**src/rtl/imem_boot_loader.sv**
```systemverilog
// imem_boot_loader: loads a length-prefixed big-endian byte stream into imem and holds the CPU
// in reset until the image is written. Define IMEM_LOADER_CHECKSUM_EN for a trailing XOR checksum byte.
module imem_boot_loader #(
    parameter int unsigned ADDR_W      = 12,
    parameter int unsigned HOLD_CYCLES = 4
) (
    input  logic              clock,
    input  logic              reset_n,
    input  logic              in_valid,
    input  logic [7:0]        in_data,
    output logic              in_ready,
    output logic              imem_wren,
    output logic [ADDR_W-1:0] imem_address,
    output logic [31:0]       imem_data,
    output logic              cpu_reset,
    output logic              load_done,
    output logic              load_error
);

    localparam int unsigned CNT_W  = ADDR_W + 1;
    localparam int unsigned HOLD_W = (HOLD_CYCLES > 1) ? $clog2(HOLD_CYCLES) : 1;
    localparam logic [31:0] DEPTH  = 32'd1 << ADDR_W;

    typedef enum logic [2:0] {
        S_LEN_HI,
        S_LEN_LO,
        S_BYTES,
        S_WRITE,
        S_HOLD,
        S_RUN,
        S_ERR,
        S_CSUM
    } state_t;

    state_t              state_q, state_d;
    logic [15:0]         len_q, len_d;
    logic [1:0]          byte_cnt_q, byte_cnt_d;
    logic [CNT_W-1:0]    word_cnt_q, word_cnt_d;
    logic [23:0]         asm_q, asm_d;
    logic [HOLD_W-1:0]   hold_cnt_q, hold_cnt_d;
`ifdef IMEM_LOADER_CHECKSUM_EN
    logic [7:0]          csum_q, csum_d;
`endif

    logic                in_ready_q, in_ready_d;
    logic                wren_q, wren_d;
    logic [ADDR_W-1:0]   addr_q, addr_d;
    logic [31:0]         data_q, data_d;
    logic                cpu_reset_q, cpu_reset_d;
    logic                done_q, done_d;
    logic                error_q, error_d;

    logic                xfer;
    logic [15:0]         len_new;

    // in_ready_q always reflects whether state_q accepts bytes, so it alone qualifies a transfer
    assign xfer = in_valid && in_ready_q;

    always_comb begin
        state_d    = state_q;
        len_d      = len_q;
        byte_cnt_d = byte_cnt_q;
        word_cnt_d = word_cnt_q;
        asm_d      = asm_q;
        hold_cnt_d = '0;
        addr_d     = addr_q;
        data_d     = data_q;
        wren_d     = 1'b0;
        len_new    = {len_q[15:8], in_data};
`ifdef IMEM_LOADER_CHECKSUM_EN
        csum_d     = csum_q;
`endif

        case (state_q)
            S_LEN_HI: begin
                if (xfer) begin
                    len_d[15:8] = in_data;
                    state_d     = S_LEN_LO;
                end
            end
            S_LEN_LO: begin
                if (xfer) begin
                    len_d[7:0] = in_data;
                    byte_cnt_d = '0;
                    word_cnt_d = '0;
`ifdef IMEM_LOADER_CHECKSUM_EN
                    csum_d     = 8'h00;
`endif
                    if (len_new == 16'd0) begin
`ifdef IMEM_LOADER_CHECKSUM_EN
                        state_d = S_CSUM;
`else
                        state_d = S_HOLD;
`endif
                    end else if (32'(len_new) > DEPTH) begin
                        state_d = S_ERR;
                    end else begin
                        state_d = S_BYTES;
                    end
                end
            end
            S_BYTES: begin
                if (xfer) begin
                    asm_d      = {asm_q[15:0], in_data};
                    byte_cnt_d = byte_cnt_q + 2'd1;
`ifdef IMEM_LOADER_CHECKSUM_EN
                    csum_d     = csum_q ^ in_data;
`endif
                    if (byte_cnt_q == 2'd3) begin
                        state_d = S_WRITE;
                        wren_d  = 1'b1;
                        data_d  = {asm_q, in_data};
                        addr_d  = word_cnt_q[ADDR_W-1:0];
                    end
                end
            end
            S_WRITE: begin
                word_cnt_d = word_cnt_q + CNT_W'(1);
                if (32'(word_cnt_d) == 32'(len_q)) begin
`ifdef IMEM_LOADER_CHECKSUM_EN
                    state_d = S_CSUM;
`else
                    state_d = S_HOLD;
`endif
                end else begin
                    state_d = S_BYTES;
                end
            end
`ifdef IMEM_LOADER_CHECKSUM_EN
            S_CSUM: begin
                if (xfer) begin
                    state_d = (in_data == csum_q) ? S_HOLD : S_ERR;
                end
            end
`endif
            S_HOLD: begin
                if (32'(hold_cnt_q) + 32'd1 >= 32'(HOLD_CYCLES)) begin
                    state_d = S_RUN;
                end else begin
                    hold_cnt_d = hold_cnt_q + HOLD_W'(1);
                end
            end
            S_RUN:   state_d = S_RUN;
            S_ERR:   state_d = S_ERR;
            default: state_d = S_LEN_HI;
        endcase

        // Outputs are registered from the next state so they line up with the state they describe
        in_ready_d  = (state_d == S_LEN_HI) || (state_d == S_LEN_LO) ||
                      (state_d == S_BYTES)  || (state_d == S_CSUM);
        cpu_reset_d = (state_d != S_RUN);
        done_d      = (state_d == S_RUN);
        error_d     = (state_d == S_ERR);
    end

    always_ff @(posedge clock or negedge reset_n) begin
        if (!reset_n) begin
            state_q     <= S_LEN_HI;
            len_q       <= '0;
            byte_cnt_q  <= '0;
            word_cnt_q  <= '0;
            asm_q       <= '0;
            hold_cnt_q  <= '0;
`ifdef IMEM_LOADER_CHECKSUM_EN
            csum_q      <= '0;
`endif
            in_ready_q  <= 1'b0;
            wren_q      <= 1'b0;
            addr_q      <= '0;
            data_q      <= '0;
            cpu_reset_q <= 1'b1;
            done_q      <= 1'b0;
            error_q     <= 1'b0;
        end else begin
            state_q     <= state_d;
            len_q       <= len_d;
            byte_cnt_q  <= byte_cnt_d;
            word_cnt_q  <= word_cnt_d;
            asm_q       <= asm_d;
            hold_cnt_q  <= hold_cnt_d;
`ifdef IMEM_LOADER_CHECKSUM_EN
            csum_q      <= csum_d;
`endif
            in_ready_q  <= in_ready_d;
            wren_q      <= wren_d;
            addr_q      <= addr_d;
            data_q      <= data_d;
            cpu_reset_q <= cpu_reset_d;
            done_q      <= done_d;
            error_q     <= error_d;
        end
    end

    assign in_ready     = in_ready_q;
    assign imem_wren    = wren_q;
    assign imem_address = addr_q;
    assign imem_data    = data_q;
    assign cpu_reset    = cpu_reset_q;
    assign load_done    = done_q;
    assign load_error   = error_q;

endmodule
```
**config.mk**
```make
export PLATFORM = sky130hd
export DESIGN_NAME = imem_boot_loader
export DESIGN_NICKNAME = d
export VERILOG_FILES = /design/src/rtl/imem_boot_loader.sv
export SDC_FILE = /design/constraint.sdc
export NUM_CORES = 1
export LEC_CHECK = 0
export ABC_AREA = 1
export BUFFER_PORTS_ARGS = -buffer_cell sky130_fd_sc_hd__buf_2
export CAP_MARGIN = 30
export CORE_ASPECT_RATIO = 0.9
export CORE_MARGIN = 4
export CORE_UTILIZATION = 62
export DETAILED_ROUTE_END_ITERATION = 7
export MAX_ROUTING_LAYER = met4
export PLACE_DENSITY_LB_ADDON = 0.3
export SYNTH_ARGS = -nofsm -noshare
export SYNTH_HDL_FRONTEND = slang
export SYNTH_SLANG_ARGS = --single-unit
```
**constraint.sdc**
```tcl
create_clock -name clock -period 3.85 [get_ports clock]
set_input_delay 0.77 -clock clock [delete_from_list [all_inputs] [get_ports clock]]
set_output_delay 0.77 -clock clock [all_outputs]
set_load 0.1 [all_outputs]
```
* Word-level counts from Yosys, hierarchy flattened *
Index checks and enable logic that the tools add are counted.

cells by class
  add/sub/neg operators = 4
  $lt $le $gt $ge = 2
  equality and inequality tests = 16
  muxes and demuxes = 19
  reductions and logical operators = 15

operators with widths
  cell                   number
  $pmux 13 s2            1
  $mux 3                 8
  $pmux 3 s7             1
  $eq 3x3->1 const B     6
  $eq 13x16->1           1
  $gt 16x13->1 const B   1
  $logic_not 16->1       1
  $add 13x1->13 const B  1
  $mux 13                1
  $eq 3x2->1 const B     3
  $mux 2                 4
  $reduce_and 2->1       4
  $eq 3x1->1 const B     2
  $logic_not 3->1        2
  $reduce_and 3->1       2
  $add 2x1->2 const B    2
  $ne 2x2->1 const B     2
  $pmux 2 s2             1
  $reduce_bool 2->1      2
  $add 2x1->3 const B    1
  $ge 3x3->1 const B     1
  $logic_or 1x1->1       3
  $mux 1                 3
  $ne 3x3->1 const B     1
  2 further kinds        2

word-level totals
  bits in registers = 109
  input port bits = 11
  output and inout bits = 49
  word-level logic and storage cells = 70

* Longest topological paths before layout *
  depth in word-level cells = 9
  gate-level depth with buffers = 15
  mapped depth without buffers = 15

* Worst setup path after synthesis *
No wires, ideal clock.

  kind = register to register
  start = register in_ready_q, in the netlist in_ready
  end = register addr_q[2], in the netlist imem_address[2]
  setup time = 0.130 ns
  arrival time = 1.966 ns
  slack = 1.754 ns
  stages on the path, launching flop included = 8
  period minus slack after synthesis = 2.096 ns
  cells stage by stage = dfrtp_1 nand2_1 nor2_1 nand2_1 buf_2 buf_2 nand2_1 o21ai_0

between the ends
  word-level cells in the longest chain between the ends = 2

ends and longest elaborated chain
  element                     line  text
  start: declaration          45    logic in_ready_q, in_ready_d;
  start signal: assignment    184   in_ready_q <= in_ready_d;
  $logic_and 1x1->1           57    assign xfer = in_valid && in_ready_q;
  $reduce_and 3->1 (no line)  --
  end signal: assignment      186   addr_q <= addr_d;
  end: declaration            47    logic [ADDR_W-1:0] addr_q, addr_d;

Every way passes these cells.
A chain may end at the register's enable or synchronous reset.

* Worst setup path in the final report *
  start = register state_q[0]
  end = register word_cnt_q[6]

between the ends
  word-level cells in the longest chain between the ends = 3
  elaborated cells between the ends (all ways) = 6
  those cells by class = 3 x eq/ne; 1 x mux; 2 x reduce/logical

ends and longest elaborated chain
  element                                                           line  text
  start: declaration                                                35    state_t state_q, state_d;
  start signal: assignment                                          175   state_q <= state_d;
  $eq 3x1->1 / $eq 3x2->1 (equally long branches)                   74    case (state_q)
  $ne 2x2->1 (no line) / $reduce_bool 2->1 (equally long branches)  --
  $reduce_and 2->1 (no line)                                        --
  end signal: assignment                                            178   word_cnt_q <= word_cnt_d;
  end: declaration                                                  38    logic [CNT_W-1:0] word_cnt_q, word_cnt_d;

Parallel ways exist; a longest one is shown, timed or not.

==> results.md <==
- **status** finished, final reports clean
- **commonest cells after routing, fill and taps aside** nand2_1 (164), dfrtp_1 (108), o21ai_0 (95)
- **worst r2r path cells** 5
- **r2r setup slk** 1430 ps
- **library cells used by synthesis** 25
- **fin worst setup slack** 1430 ps
- **measured slew at the worst slew-check pin** 792.4 ps
- **Post-route DRC** 0
- **commonest non-fill, non-tap cell in the layout** nand2_1
- **remaining antenna violation count** 0
- **clock latency at the later pin of the worst-skew pair** 370 ps
- **total number of nets in the final design** 626
- **sum of negative setup slack** 0 ps
- **area added between synthesis and finish** 12.03%
- **Initial DRC Count** 306
- **launch instance of the worst min-delay path** hold_cnt_q[0]$_DFF_PN0_
- **worst setup timing slack at the placement stage** 1372 ps
- **nature of the critical path endpoint** flop
- **pin count of the biggest net entering global routing** 73
- **worst reg2reg startpoint** state_q[0]$_DFF_PN0_
- **RSZ-0062 raised after global routing** no
- **leakage** 2.789 nW
- **antenna cell count** 0
- **clock input transition at the sequential cells of the worst setup and hold paths** 100 ps
- **CTS Hold Buffers Added** 0
- **clock tree from TritonCTS** done
- **CP startpoint kind** flop
- **overall routed net length** 10.18 mm
- **wire length per cell after detailed routing** 14.34 um
- **worst-case hold path end point** hold_cnt_q[0]$_DFF_PN0_
- **global-route wire length before repair** 17.77 mm
- **vias** 3,876
- **part of the Yosys area used for sequential elements** 57.90%
- **count of clock tree sinks** 109
- **via count of the first global-routing pass** 3,852
- **number of buffers created by CTS** 9
- **max-slew violations** 0
- **die area** 9063 um^2
- **synthesized instance count** 556
- **Slew HR** 47.17%
- **initial antenna violation count** 0
- **Reg2Reg Capture Point** word_cnt_q[6]$_DFFE_PN0P_
- **Post-Synthesis Mean Instance Area** 8.477 um^2
- **Final Hold Vio Count** 0
- **Pwr Density** 811.5 nW/um^2
- **Max VDD drop** 0.8145 mV
- **I/O pin count** 60
- **Worst Setup Path Type** flop to flop
- **post-CTS setup-driven buffer insertion count** 0
- **timing-limited maximum frequency** 413.2 MHz
- **final worst-path cycle share** 62.86%
- **HPWL after DPL** 7.243 mm
- **chip width** 99.91 um
- **clock tree root buffer cell** clkbuf_8
- **overall die height** 90.72 um
- **synthesized flop and latch total** 109
- **YS warnings** 0
- **combined area of all synthesized cells** 4713 um^2
- **maximum buffer depth of the clock tree** 2
- **worst clock skew on the final layout** 6.590 ps
- **Max FO, Critical Path** 12
- **count of standard-cell rows** 29
- **type of the most critical hold path** flop to flop
- **nets in the synthesized netlist** 570
- **required time of the worst setup path** 4080 ps
- **drt via density** 5.459
- **data arrival time of the critical path** 2650 ps
- **max cap viols** 0
- **total core area** 7221 um^2
- **Final Critical Period** 2420 ps
- **number of endpoints failing setup at the final stage** 0
- **Resized cells post-CTS** 0
- **total grt overflow** 0
- **GRT Total Usage** 25.23%
- **Starting Density** 65.27%
- **proportion of layout cells with a drive suffix above 1** 14.26%
- **hold-critical path depth** 1
- **Detailed Routing Iterations Pass 1** 5
- **last weighted congestion value of the routability-driven placer** 0.9104
- **IO buf count** 59
- **H-tree depth** 3
## synthesized netlist by cell type
cell type    n  share of area (%)
nand3_1     31                3.3
nor4_1       2               0.27
nand2_2      2               0.27
o21ai_0     95                 10
nor3_1       2               0.21
nand3b_1     6               0.96
nand4_1      4               0.53
nor2_2       3               0.40
nand2_1    165                 13
buf_1        1              0.080
nor2_1      29                2.3
clkinv_1     1              0.080
clkbuf_1    10               0.80
buf_2        5               0.53
xor2_1       1               0.19
dfstp_2      1               0.56
inv_1       73                5.8
dfrtp_1    108                 57
a21oi_1      2               0.21
buf_4        1               0.16
o22ai_1      7               0.93
inv_2        1              0.080
xor3_1       1               0.50
nor2_4       2               0.48
ha_1         3               0.80
## critical path, stage by stage, from the launching register on
cell      delay, ps
dfrtp_1         430
nand2_1         130
nor2_1          490
clkinv_1        510
nand2_1         550
o21ai_0         170
## layout make-up
| type | instances | area (um^2) |
|---|---|---|
| Clock buffer | 12 | 155.1 |
| Clock inverter | 4 | 31.28 |
| Fill cell | 532 | 1941 |
| Inverter | 75 | 281.5 |
| Multi-Input combinational cell | 355 | 1634 |
| Sequential cell | 109 | 2729 |
| Tap cell | 93 | 116.4 |
| Timing Repair Buffer | 62 | 332.8 |
## power breakdown
part	leakage (nW)	switching, mW	total [mW]	internal [mW]
Sequential	1.41	0.164	1.60	1.44
Clock	0.0905	0.382	0.657	0.275
Combinational	1.29	1.71	2.02	0.309
Total	2.79	2.26	4.29	2.02
## state kept, by name, indices dropped and copies added (netlist names), 2 cells and up
name,count
len_q,16
byte_cnt_q,2
imem_data,32
asm_q,24
imem_address,12
hold_cnt_q,2
state_q,3
word_cnt_q,13
## routing by layer
metal | wire (um) | track usage [%] | vias up | share of wire (%)
li1 | - | - | 1871 | -
met1 | 4574 | 35.43 | 1825 | 45
met2 | 4625 | 36.28 | 150 | 45
met3 | 755 | 5.792 | 30 | 7.4
met4 | 225 | 8.760 | 0 | 2.2
met5 | 0 | - | - | 0
## logic make-up (layout without fill, tap and decap cells)
family	Yosys count	after routing	synth area share [%]
buf+inv	92	153	7.539
fa+ha+maj	3	3	0.7965
compound gates	104	104	11.23
xor+xnor	2	2	0.6902
flops	109	109	57.90
simple gates	246	246	21.85
## through the flow
stage                     instances  area, um^2  utilization, %  total power, mW  hold WS, ps
after floorplan                 556        4713               -            3.262        413.2
after global placement          694        5094           70.54            3.593        425.5
final                           710        5280           73.12            4.285        462.2
after detailed placement        694        5094           70.54            3.648        449.9
after CTS                       710        5280           73.12            4.308        463.0
after global routing            710        5280           73.12            4.509        487.7
## worst max path at each step
| stage | startpoint | depth (start not counted) | end | slack [ps] |
|---|---|---|---|---|
| floorplan | in_ready$_DFF_PN0_ | 7 | imem_address[2]$_DFFE_PN0P_ | 1750 |
| global route | state_q[0]$_DFF_PN0_ | 5 | word_cnt_q[6]$_DFFE_PN0P_ | 1380 |
| detailed placement | in_valid | 7 | imem_data[12]$_DFFE_PN0P_ | 1370 |
| global placement | in_valid | 8 | imem_data[12]$_DFFE_PN0P_ | 1450 |
| CTS | state_q[0]$_DFF_PN0_ | 5 | word_cnt_q[6]$_DFFE_PN0P_ | 1540 |
| finish | state_q[0]$_DFF_PN0_ | 5 | word_cnt_q[6]$_DFFE_PN0P_ | 1430 |
Note: power is estimated with default switching activity, not from simulation.
